`src/rtl/lm32_dtlb_ctrl_if.sv`:
```
// CSR, pipeline and DTLB-facing signals of the data TLB control stage.
// csr_write_enable is a one-cycle strobe with no ready; writes that arrive while busy are dropped and flagged.
interface lm32_dtlb_ctrl_if;
  logic [2:0]  csr_sel;
  logic        csr_write_enable;
  logic [31:0] csr_write_data;
  logic [31:0] csr_read_data;
  logic        miss_x;
  logic [31:0] address_x;
  logic        stall_x;
  logic [31:0] tlbvaddr;
  logic [31:0] tlbpaddr;
  logic        update;
  logic        invalidate;
  logic        flush;
  logic        dtlb_enable;
  logic        busy;
  logic        miss_exception;
  logic        fsm_state;

  modport master (
    output csr_sel, csr_write_enable, csr_write_data, miss_x, address_x, stall_x,
    input  csr_read_data, tlbvaddr, tlbpaddr, update, invalidate, flush,
           dtlb_enable, busy, miss_exception, fsm_state
  );

  modport slave (
    input  csr_sel, csr_write_enable, csr_write_data, miss_x, address_x, stall_x,
    output csr_read_data, tlbvaddr, tlbpaddr, update, invalidate, flush,
           dtlb_enable, busy, miss_exception, fsm_state
  );
endinterface

```
`src/rtl/lm32_dtlb_ctrl.sv`:
```
// Data TLB CSR control stage: programming registers, update/invalidate/flush strobes, miss capture.
// Optional saturating miss counter at TLBMISSCNT when LM32_DTLB_MISS_COUNTER_EN is defined.
module lm32_dtlb_ctrl #(
  parameter int entries   = 1024,
  parameter int page_size = 4096
) (
  input logic             clk_i,
  input logic             rst_i,
  lm32_dtlb_ctrl_if.slave bus
);

  typedef enum logic {
    IDLE       = 1'b0,
    FLUSH_WAIT = 1'b1
  } state_t;

  localparam int              OFFSET_BITS = $clog2(page_size);
  localparam logic [31:0]     PAGE_MASK   = 32'hFFFF_FFFF << OFFSET_BITS;
  localparam int              CNT_W       = $clog2(entries + 1);
  localparam logic [CNT_W-1:0] CNT_INIT   = CNT_W'(entries);

  localparam logic [2:0] SEL_VADDR   = 3'd0;
  localparam logic [2:0] SEL_PADDR   = 3'd1;
  localparam logic [2:0] SEL_BADADDR = 3'd2;
  localparam logic [2:0] SEL_CTRL    = 3'd3;
  localparam logic [2:0] SEL_MISSCNT = 3'd4;

  state_t           state;
  logic [CNT_W-1:0] flush_cnt;
  logic [31:0]      tlbvaddr_q;
  logic [31:0]      tlbpaddr_q;
  logic [31:0]      badvaddr_q;
  logic             update_q;
  logic             invalidate_q;
  logic             flush_q;
  logic             enable_q;
  logic             dropped_q;
  logic             miss_pending_q;
  logic             miss_exc_q;
  logic [31:0]      miss_cnt_rd;

  logic wr_accept;
  logic wr_drop;
  logic vaddr_wr;
  logic paddr_wr;
  logic ctrl_wr;
  logic cmd_flush;
  logic cmd_inval;
  logic miss_seen;
  logic miss_capture;

  assign wr_accept    = bus.csr_write_enable && (state == IDLE);
  assign wr_drop      = bus.csr_write_enable && (state == FLUSH_WAIT);
  assign vaddr_wr     = wr_accept && (bus.csr_sel == SEL_VADDR);
  assign paddr_wr     = wr_accept && (bus.csr_sel == SEL_PADDR);
  assign ctrl_wr      = wr_accept && (bus.csr_sel == SEL_CTRL);
  assign cmd_flush    = ctrl_wr && (bus.csr_write_data[1:0] == 2'd1);
  assign cmd_inval    = ctrl_wr && (bus.csr_write_data[1:0] == 2'd2);
  assign miss_seen    = bus.miss_x && !bus.stall_x;
  assign miss_capture = miss_seen && !miss_pending_q;

  // Reset lands in FLUSH_WAIT so the pipeline waits out the DTLB's own reset flush.
  always_ff @(posedge clk_i or posedge rst_i) begin
    if (rst_i) begin
      state          <= FLUSH_WAIT;
      flush_cnt      <= CNT_INIT;
      tlbvaddr_q     <= '0;
      tlbpaddr_q     <= '0;
      badvaddr_q     <= '0;
      update_q       <= 1'b0;
      invalidate_q   <= 1'b0;
      flush_q        <= 1'b0;
      enable_q       <= 1'b0;
      dropped_q      <= 1'b0;
      miss_pending_q <= 1'b0;
      miss_exc_q     <= 1'b0;
    end else begin
      update_q     <= paddr_wr;
      invalidate_q <= cmd_inval;
      flush_q      <= cmd_flush;
      miss_exc_q   <= miss_capture;

      case (state)
        IDLE: begin
          if (cmd_flush) begin
            state     <= FLUSH_WAIT;
            flush_cnt <= CNT_INIT;
          end
        end
        FLUSH_WAIT: begin
          if (flush_cnt == '0) state <= IDLE;
          else                 flush_cnt <= flush_cnt - 1'b1;
        end
        default: state <= IDLE;
      endcase

      if (vaddr_wr) tlbvaddr_q <= bus.csr_write_data & PAGE_MASK;
      if (paddr_wr) tlbpaddr_q <= bus.csr_write_data & PAGE_MASK;

      if (ctrl_wr) begin
        enable_q <= bus.csr_write_data[4];
        if (bus.csr_write_data[8]) dropped_q <= 1'b0;
      end
      if (wr_drop) dropped_q <= 1'b1;

      // A new capture outranks a clearing command in the same cycle.
      if (miss_capture) begin
        badvaddr_q     <= bus.address_x;
        miss_pending_q <= 1'b1;
      end else if (paddr_wr || cmd_inval || cmd_flush) begin
        miss_pending_q <= 1'b0;
      end
    end
  end

`ifdef LM32_DTLB_MISS_COUNTER_EN
  logic [31:0] miss_cnt_q;

  always_ff @(posedge clk_i or posedge rst_i) begin
    if (rst_i) begin
      miss_cnt_q <= '0;
    end else if (wr_accept && (bus.csr_sel == SEL_MISSCNT)) begin
      miss_cnt_q <= '0;
    end else if (miss_seen && (miss_cnt_q != 32'hFFFF_FFFF)) begin
      miss_cnt_q <= miss_cnt_q + 32'd1;
    end
  end

  assign miss_cnt_rd = miss_cnt_q;
`else
  assign miss_cnt_rd = '0;
`endif

  always_comb begin
    bus.csr_read_data = '0;
    case (bus.csr_sel)
      SEL_VADDR:   bus.csr_read_data = tlbvaddr_q;
      SEL_PADDR:   bus.csr_read_data = tlbpaddr_q;
      SEL_BADADDR: bus.csr_read_data = badvaddr_q;
      SEL_CTRL: begin
        bus.csr_read_data[4]  = enable_q;
        bus.csr_read_data[8]  = dropped_q;
        bus.csr_read_data[9]  = miss_pending_q;
        bus.csr_read_data[10] = (state == FLUSH_WAIT);
      end
      SEL_MISSCNT: bus.csr_read_data = miss_cnt_rd;
      default:     bus.csr_read_data = '0;
    endcase
  end

  assign bus.tlbvaddr       = tlbvaddr_q;
  assign bus.tlbpaddr       = tlbpaddr_q;
  assign bus.update         = update_q;
  assign bus.invalidate     = invalidate_q;
  assign bus.flush          = flush_q;
  assign bus.dtlb_enable    = enable_q;
  assign bus.busy           = (state == FLUSH_WAIT);
  assign bus.miss_exception = miss_exc_q;
  assign bus.fsm_state      = (state == FLUSH_WAIT);

endmodule

```
`src/flat_wrapper.sv`:
```
// flat-port wrapper written by rule: the top's interface ports become plain ports
module lm32_dtlb_ctrl_flat 
#(
  parameter int entries   = 1024,
  parameter int page_size = 4096
)
  (clk_i, rst_i, bus_csr_sel, bus_csr_write_enable, bus_csr_write_data, bus_miss_x, bus_address_x, bus_stall_x, bus_csr_read_data, bus_tlbvaddr, bus_tlbpaddr, bus_update, bus_invalidate, bus_flush, bus_dtlb_enable, bus_busy, bus_miss_exception, bus_fsm_state);
  lm32_dtlb_ctrl_if bus_i ();
  input logic clk_i;
  input logic rst_i;
  input wire logic [$bits(bus_i.csr_sel)-1:0] bus_csr_sel;
  input wire logic [$bits(bus_i.csr_write_enable)-1:0] bus_csr_write_enable;
  input wire logic [$bits(bus_i.csr_write_data)-1:0] bus_csr_write_data;
  input wire logic [$bits(bus_i.miss_x)-1:0] bus_miss_x;
  input wire logic [$bits(bus_i.address_x)-1:0] bus_address_x;
  input wire logic [$bits(bus_i.stall_x)-1:0] bus_stall_x;
  output wire logic [$bits(bus_i.csr_read_data)-1:0] bus_csr_read_data;
  output wire logic [$bits(bus_i.tlbvaddr)-1:0] bus_tlbvaddr;
  output wire logic [$bits(bus_i.tlbpaddr)-1:0] bus_tlbpaddr;
  output wire logic [$bits(bus_i.update)-1:0] bus_update;
  output wire logic [$bits(bus_i.invalidate)-1:0] bus_invalidate;
  output wire logic [$bits(bus_i.flush)-1:0] bus_flush;
  output wire logic [$bits(bus_i.dtlb_enable)-1:0] bus_dtlb_enable;
  output wire logic [$bits(bus_i.busy)-1:0] bus_busy;
  output wire logic [$bits(bus_i.miss_exception)-1:0] bus_miss_exception;
  output wire logic [$bits(bus_i.fsm_state)-1:0] bus_fsm_state;
  assign bus_i.csr_sel = bus_csr_sel;
  assign bus_i.csr_write_enable = bus_csr_write_enable;
  assign bus_i.csr_write_data = bus_csr_write_data;
  assign bus_i.miss_x = bus_miss_x;
  assign bus_i.address_x = bus_address_x;
  assign bus_i.stall_x = bus_stall_x;
  assign bus_csr_read_data = bus_i.csr_read_data;
  assign bus_tlbvaddr = bus_i.tlbvaddr;
  assign bus_tlbpaddr = bus_i.tlbpaddr;
  assign bus_update = bus_i.update;
  assign bus_invalidate = bus_i.invalidate;
  assign bus_flush = bus_i.flush;
  assign bus_dtlb_enable = bus_i.dtlb_enable;
  assign bus_busy = bus_i.busy;
  assign bus_miss_exception = bus_i.miss_exception;
  assign bus_fsm_state = bus_i.fsm_state;
  lm32_dtlb_ctrl #(.entries(entries), .page_size(page_size)) u_core (.clk_i(clk_i), .rst_i(rst_i), .bus(bus_i));
endmodule
```
`config.mk`:
```
export PLATFORM = sky130hd
export DESIGN_NAME = lm32_dtlb_ctrl_flat
export DESIGN_NICKNAME = d
export VERILOG_FILES = /design/src/rtl/lm32_dtlb_ctrl_if.sv /design/src/rtl/lm32_dtlb_ctrl.sv /design/src/flat_wrapper.sv
export SDC_FILE = /design/constraint.sdc
export NUM_CORES = 1
export LEC_CHECK = 0
export CAP_MARGIN = 25
export CORE_MARGIN = 10
export CORE_UTILIZATION = 50
export DETAILED_ROUTE_END_ITERATION = 10
export DONT_BUFFER_PORTS = 1
export RECOVER_POWER = 50
export SYNTH_ARGS = -nofsm -noshare
export SYNTH_HDL_FRONTEND = slang
export SYNTH_SLANG_ARGS = --single-unit
```
`constraint.sdc`:
```
create_clock -name clk_i -period 3.16 [get_ports clk_i]
set_input_delay 0.316 -clock clk_i [delete_from_list [all_inputs] [get_ports clk_i]]
set_output_delay 0.316 -clock clk_i [all_outputs]
set_load 0.02 [all_outputs]
```
==> reports/results.ini <==
[run_status]
status=finished, violations left
violations=capacitance limit, slew limit

[clock_tree]
clkSinkCount=91
cts_tree=yes
cts.reportedPaths.clkPinSlew_ns=0.09
clkLatencyLatePin_ns=0.36
cts_root_buffer=clkbuf_8
htree_num_levels=3
clockBufferDepth=2
cts_resized=0
cts_buffers=9

[layout]
stdcell_area_um2=4526
fillers=742
regArea_um2=2280
layout_commonest_cell=dfrtp_1
multiInputGateArea_um2=1842
layout_common_cells=89 x dfrtp_1, 73 x mux2_2, 50 x nor2_1
fin_nets=442
fin_cells=479
syn_to_final_growth_pct=4.962
antenna_cells=0
drive_above_1_share_pct=25.94

[worst_hold_path]
whs_endpoint=u_core.bus.tlbpaddr[13]
hold_class=input pin to register
min_from=bus_csr_write_data[13]
worstHoldPathCells=1

[routing]
wl_per_cell_um=22.00
via_count=2645
dr.first_iter.drc_count=75
first_pass_iters=4
wl_um=10540
avgViaCountPerCell=5.522
antenna_left=0
route.detailed.drc=0

[sta]
drv_slew=41
finalCriticalPeriod_ns=2.401
tightestPinTransition_ns=1.775
hold_viol=0
period_share_pct=75.97
fin_skew_ns=0.01269
fmax_ghz=0.4166
slew_headroom_pct=-18.99
setup_tns_ns=0
setup_viol=0
rsz0062_at_grt=no

[run]
cap_viol_max_count=1

[floorplanning]
die_x_um=112.9
die-area_um2=12740
start_util_pct=51.95
rows=33
coreArea_um2=8299
die_height_um=112.9
io_pins=175

[placement]
dp_hpwl_um=7776
gp_congestion=0.7364
place_inst=462
dpl_cell_area_um2=4338
port_buffers=0

[logic_synthesis]
synthArstFlopShare_pct=100.0
yosysTopAreaCellShare_pct=51.65
yosys_warnings=0
syn_area_um2=4312
synthFlopType=dfrtp_1
synth_seq_area_share_pct=52.87
synth_edf_count=0
yosys.area.top_type=dfrtp_1
syn_inst=368
syn_avg_cell_area_um2=11.72
yosys-top-cells-area=dfrtp_1 52%, mux2_2 19%, mux2i_1 5.8%
synth_cell_types=37
yosys_register_bits=91

[critical_path]
end_kind=register
slowest_stage=dfstp_1
crit_chain=or4b_1 -> a311o_1 -> or3_1 -> a21oi_1
worstReg2RegEnd=u_core.flush_cnt[9]
cp.arrival_ns=2.68
r2r_cells=4
required_ns=3.44
startpoint_type=register
r2r_setup_slack_ns=0.76
rr_startpoint=u_core.bus.busy
path_max_fanout=9
crit_path_max_incr_delay_ns=0.93
worstSetupPathType=register to register

[global_route]
grt_first_pass_wirelength_um=16460
grt_max_degree=41
overflow=0
grt_use_total_pct=16.19
antenna_found_initial=0
grt_pass1_vias=2881

[pwr]
p_leak_nw=2.100
power_mw=2.771
p_per_area_nw_per_um2=612.3
ir_worst_vdd_mv=0.2620

[how the worst max path moves through the flow]
| stage | startpoint | end | depth (start not counted) |
|---|---|---|---|
| final | u_core.bus.busy | u_core.flush_cnt[9] | 4 |
| after global routing | rst_i | u_core.badvaddr_q[30] | 3 |
| after CTS | u_core.bus.busy | u_core.flush_cnt[9] | 4 |
| after detailed placement | u_core.bus.busy | u_core.flush_cnt[7] | 4 |
| after global placement | u_core.bus.busy | u_core.flush_cnt[7] | 4 |
| after floorplan | rst_i | u_core.badvaddr_q[0] | 1 |
[synth_stat cells, types with 2 or more instances]
cell and count:
nor3_1 2, and2_1 9, nand2_1 6, buf_4 25, xnor2_1 2, nor2_1 50
mux2_2 73, nor2b_1 7, o21ai_0 5, nor3b_1 2, buf_2 6, a21oi_1 25
o31ai_1 2, buf_1 3, clkbuf_1 7, mux2i_1 25, dfrtp_1 89, dfstp_2 2
or3_1 4, inv_1 6, nand3_1 2
[cells by family (layout without fill, tap and decap cells)]
family | Yosys count | after routing | synth area share [%]
buffers and inverters | 48 | 31 | 6.529
DFF | 91 | 91 | 52.87
AOI/OAI and AO/OA | 39 | 39 | 5.282
and+or+nand+nor | 88 | 88 | 9.663
other | 1 | 24 | 0.08697
adders and majority gates | 1 | 1 | 0.2901
xor gates and xnor gates | 2 | 2 | 0.4063
muxes | 98 | 98 | 24.87
[critical path, delay by kind of cell (launching register included)]
family,cells,cell delay (ns)
AO/OA/AOI/OAI,2,0.56
AND/OR/NAND/NOR,2,0.85
flip-flops,1,0.93
[metal layers]
layer,vias up,wire [µm],GRT usage (%)
li1,1221,-,-
met1,1315,3760,16.25
met3,11,1416,10.35
met4,0,119,4.822
met5,-,0,0
met2,98,5239,27.11
[flip-flops by register name, summed over array words and instances (netlist names)]
name,count
u_core.bus.tlbpaddr,20
u_core.flush_cnt,11
u_core.bus.flush,1
u_core.bus.invalidate,1
u_core.bus.busy,1
u_core.bus.tlbvaddr,20
u_core.bus.update,1
u_core.bus.miss_exception,1
u_core.bus.dtlb_enable,1
u_core.badvaddr_q,32
u_core.dropped_q,1
u_core.miss_pending_q,1
[area by class of cell]
type | instances | share of cell area [%]
clock buffers | 12 | 3.207
clock inverters | 4 | 1.106
inverters | 7 | 0.6082
multi-input cells | 252 | 40.70
flip-flops and latches | 91 | 50.37
well taps | 105 | 2.903
repair buffers | 8 | 1.106
[power by group]
group	internal [mW]	leakage [nW]	switching, mW
combinational	0.225	0.863	0.217
clock	0.387	0.0926	0.397
sequential	1.40	1.14	0.144
[metrics by stage]
stage          hold WS (ns)  setup WS (ns)  util [%]
3_5_place_dp         0.3380         0.9513     52.27
6_report             0.1011         0.7595     54.53
2_1_floorplan        0.4580         0.4837         -
3_3_place_gp         0.3283         0.9640     52.27
4_1_cts             0.08493         0.9425     54.74
5_1_grt             0.08308         0.5462     54.53
[repair_timing]
action | 4_1_cts | 5_1_grt
endpoints found under the hold margin | 37 | 0
hold buffers | 1 | 0
buffers inserted | 0 | 0
(Power assumes the default switching activity.)
==> patch: new RTL, config.mk and constraints unchanged <==
Add a define of `LM32_DTLB_MISS_COUNTER_EN`.
--- a/src/rtl/lm32_dtlb_ctrl.sv
+++ b/src/rtl/lm32_dtlb_ctrl.sv
@@ -2,2 +2,4 @@
 // Optional saturating miss counter at TLBMISSCNT when LM32_DTLB_MISS_COUNTER_EN is defined.
+`define LM32_DTLB_MISS_COUNTER_EN
+
 module lm32_dtlb_ctrl #(
Behaviour: not the same (Yosys sat finds a counterexample within 4 cycles, from zero or initial values and one cycle with rst_i high).
==> patch against the unedited design <==
- the run still ends with max-capacitance violations, max-slew violations left
- sequential cell count increased by 32
- synthesized cell count increased by 45%
- worst setup slack worse by 0.19 ns
- clock skew shrank 0.0051 ns
- wire length up 53%
- area after synthesis is 41% higher
- design area rose by 52%
- total power rose by 72%
- final cell count is 47% higher
- highest routed layer is now met5
==> patch: results (changes against the unedited design) <==
metric,value,unit,change
R2R cell count,3,,-1
status,finished with violations,,
RePlAce Congestion,0.871,,+18%
post-detail-place hpwl,11.5,mm,+48%
cts hold-fix bufs,2,,+1
Lkg Pwr,3.01,nW,+43%
overall routing resource usage,19.1,%,+2.9 points
vias in the first global route,4441,,+54%
total CTS buffers,17,,+8
vias post-DR,4294,,+62%
logic gate share of total power,11.2,%,-4.7 points
nets,616,,+39%
failing checks,"max-capacitance violations, max-slew violations",,
fraction of layout cells with a size suffix above 1,24.1,%,-1.8 points
H-tree Lvls,4,,+1
total wire length,16.1,mm,+53%
reg2reg setup slack,0.57,ns,-0.19 ns
global-route wire length before repair,24.9,mm,+51%
Worst setup endpoint,u_core.badvaddr_q[25],,
placed instance count,668,,+45%
Synth cell types,50,,+35%
"Seq/Total Area, Yosys",50.6,%,-2.2 points
Final Slew Violations,34,,-17%
cell count of the worst hold path,2,,+1
worst slack at placement,0.629,ns,-0.323 ns
fin cells,702,,+47%
min cycle time layout,2.59,ns,+0.190 ns
MaxCap Viol Count,1,,unchanged
[patch: cell types whose count changed after synthesis, moves of 7 or more]
cell	unedited run	this run
a211oi_1	0	7
a21oi_1	25	11
a221o_1	0	20
a22o_1	1	28
clkbuf_1	7	21
dfrtp_1	89	121
mux2i_1	25	4
nand2_1	6	36
nand3_1	2	15
nand4_1	1	11
nor2_1	50	30
xnor2_1	2	22
[patch: layer usage]
layer | vias up | GRT usage, % | routed length [µm] | part of all wire, %
met2 | 143 | 29.3 | 7580 | 47
met5 | - | 0 | 27 | 0.17
li1 | 1965 | - | - | -
met4 | 4 | 6.28 | 206 | 1.3
met1 | 2159 | 21.9 | 6250 | 39
met3 | 23 | 11.1 | 2020 | 13
[patch: cell families after synthesis]
family | Yosys count | share of synthesized area [%]
compound gates | 101 | 13.3
xor+xnor | 22 | 3.17
fa+ha+maj | 2 | 0.411
buf+inv | 60 | 5.24
flops | 123 | 50.6
mux | 76 | 14.0
other cells | 1 | 0.0616
simple gates | 150 | 13.2
[patch: area by class of cell]
cell class | instances | area (µm²) | area share [%]
flip-flops and latches | 123 | 3080 | 44.7
multi-input cells | 375 | 2800 | 40.7
clock buffers | 20 | 447 | 6.49
clock inverters | 12 | 219 | 3.18
well taps | 147 | 184 | 2.67
repair buffers | 16 | 118 | 1.71
inverters | 9 | 35.0 | 0.509
[patch: critical path, cell delays in order, from the launching register on]
cell	delay, ns
dfrtp_1	0.46
nor2_4	0.12
clkbuf_1	1.41
mux2_2	0.45
[patch: worst min path at each step]
stage | endpoint | slack, ns
global route | u_core.badvaddr_q[21] | 0.03
CTS | u_core.bus.dtlb_enable | 0.01
floorplan | u_core.bus.invalidate | 0.40
detailed placement | u_core.bus.tlbpaddr[13] | 0.25
global placement | u_core.bus.tlbvaddr[13] | 0.24
finish | u_core.bus.dtlb_enable | 0.03
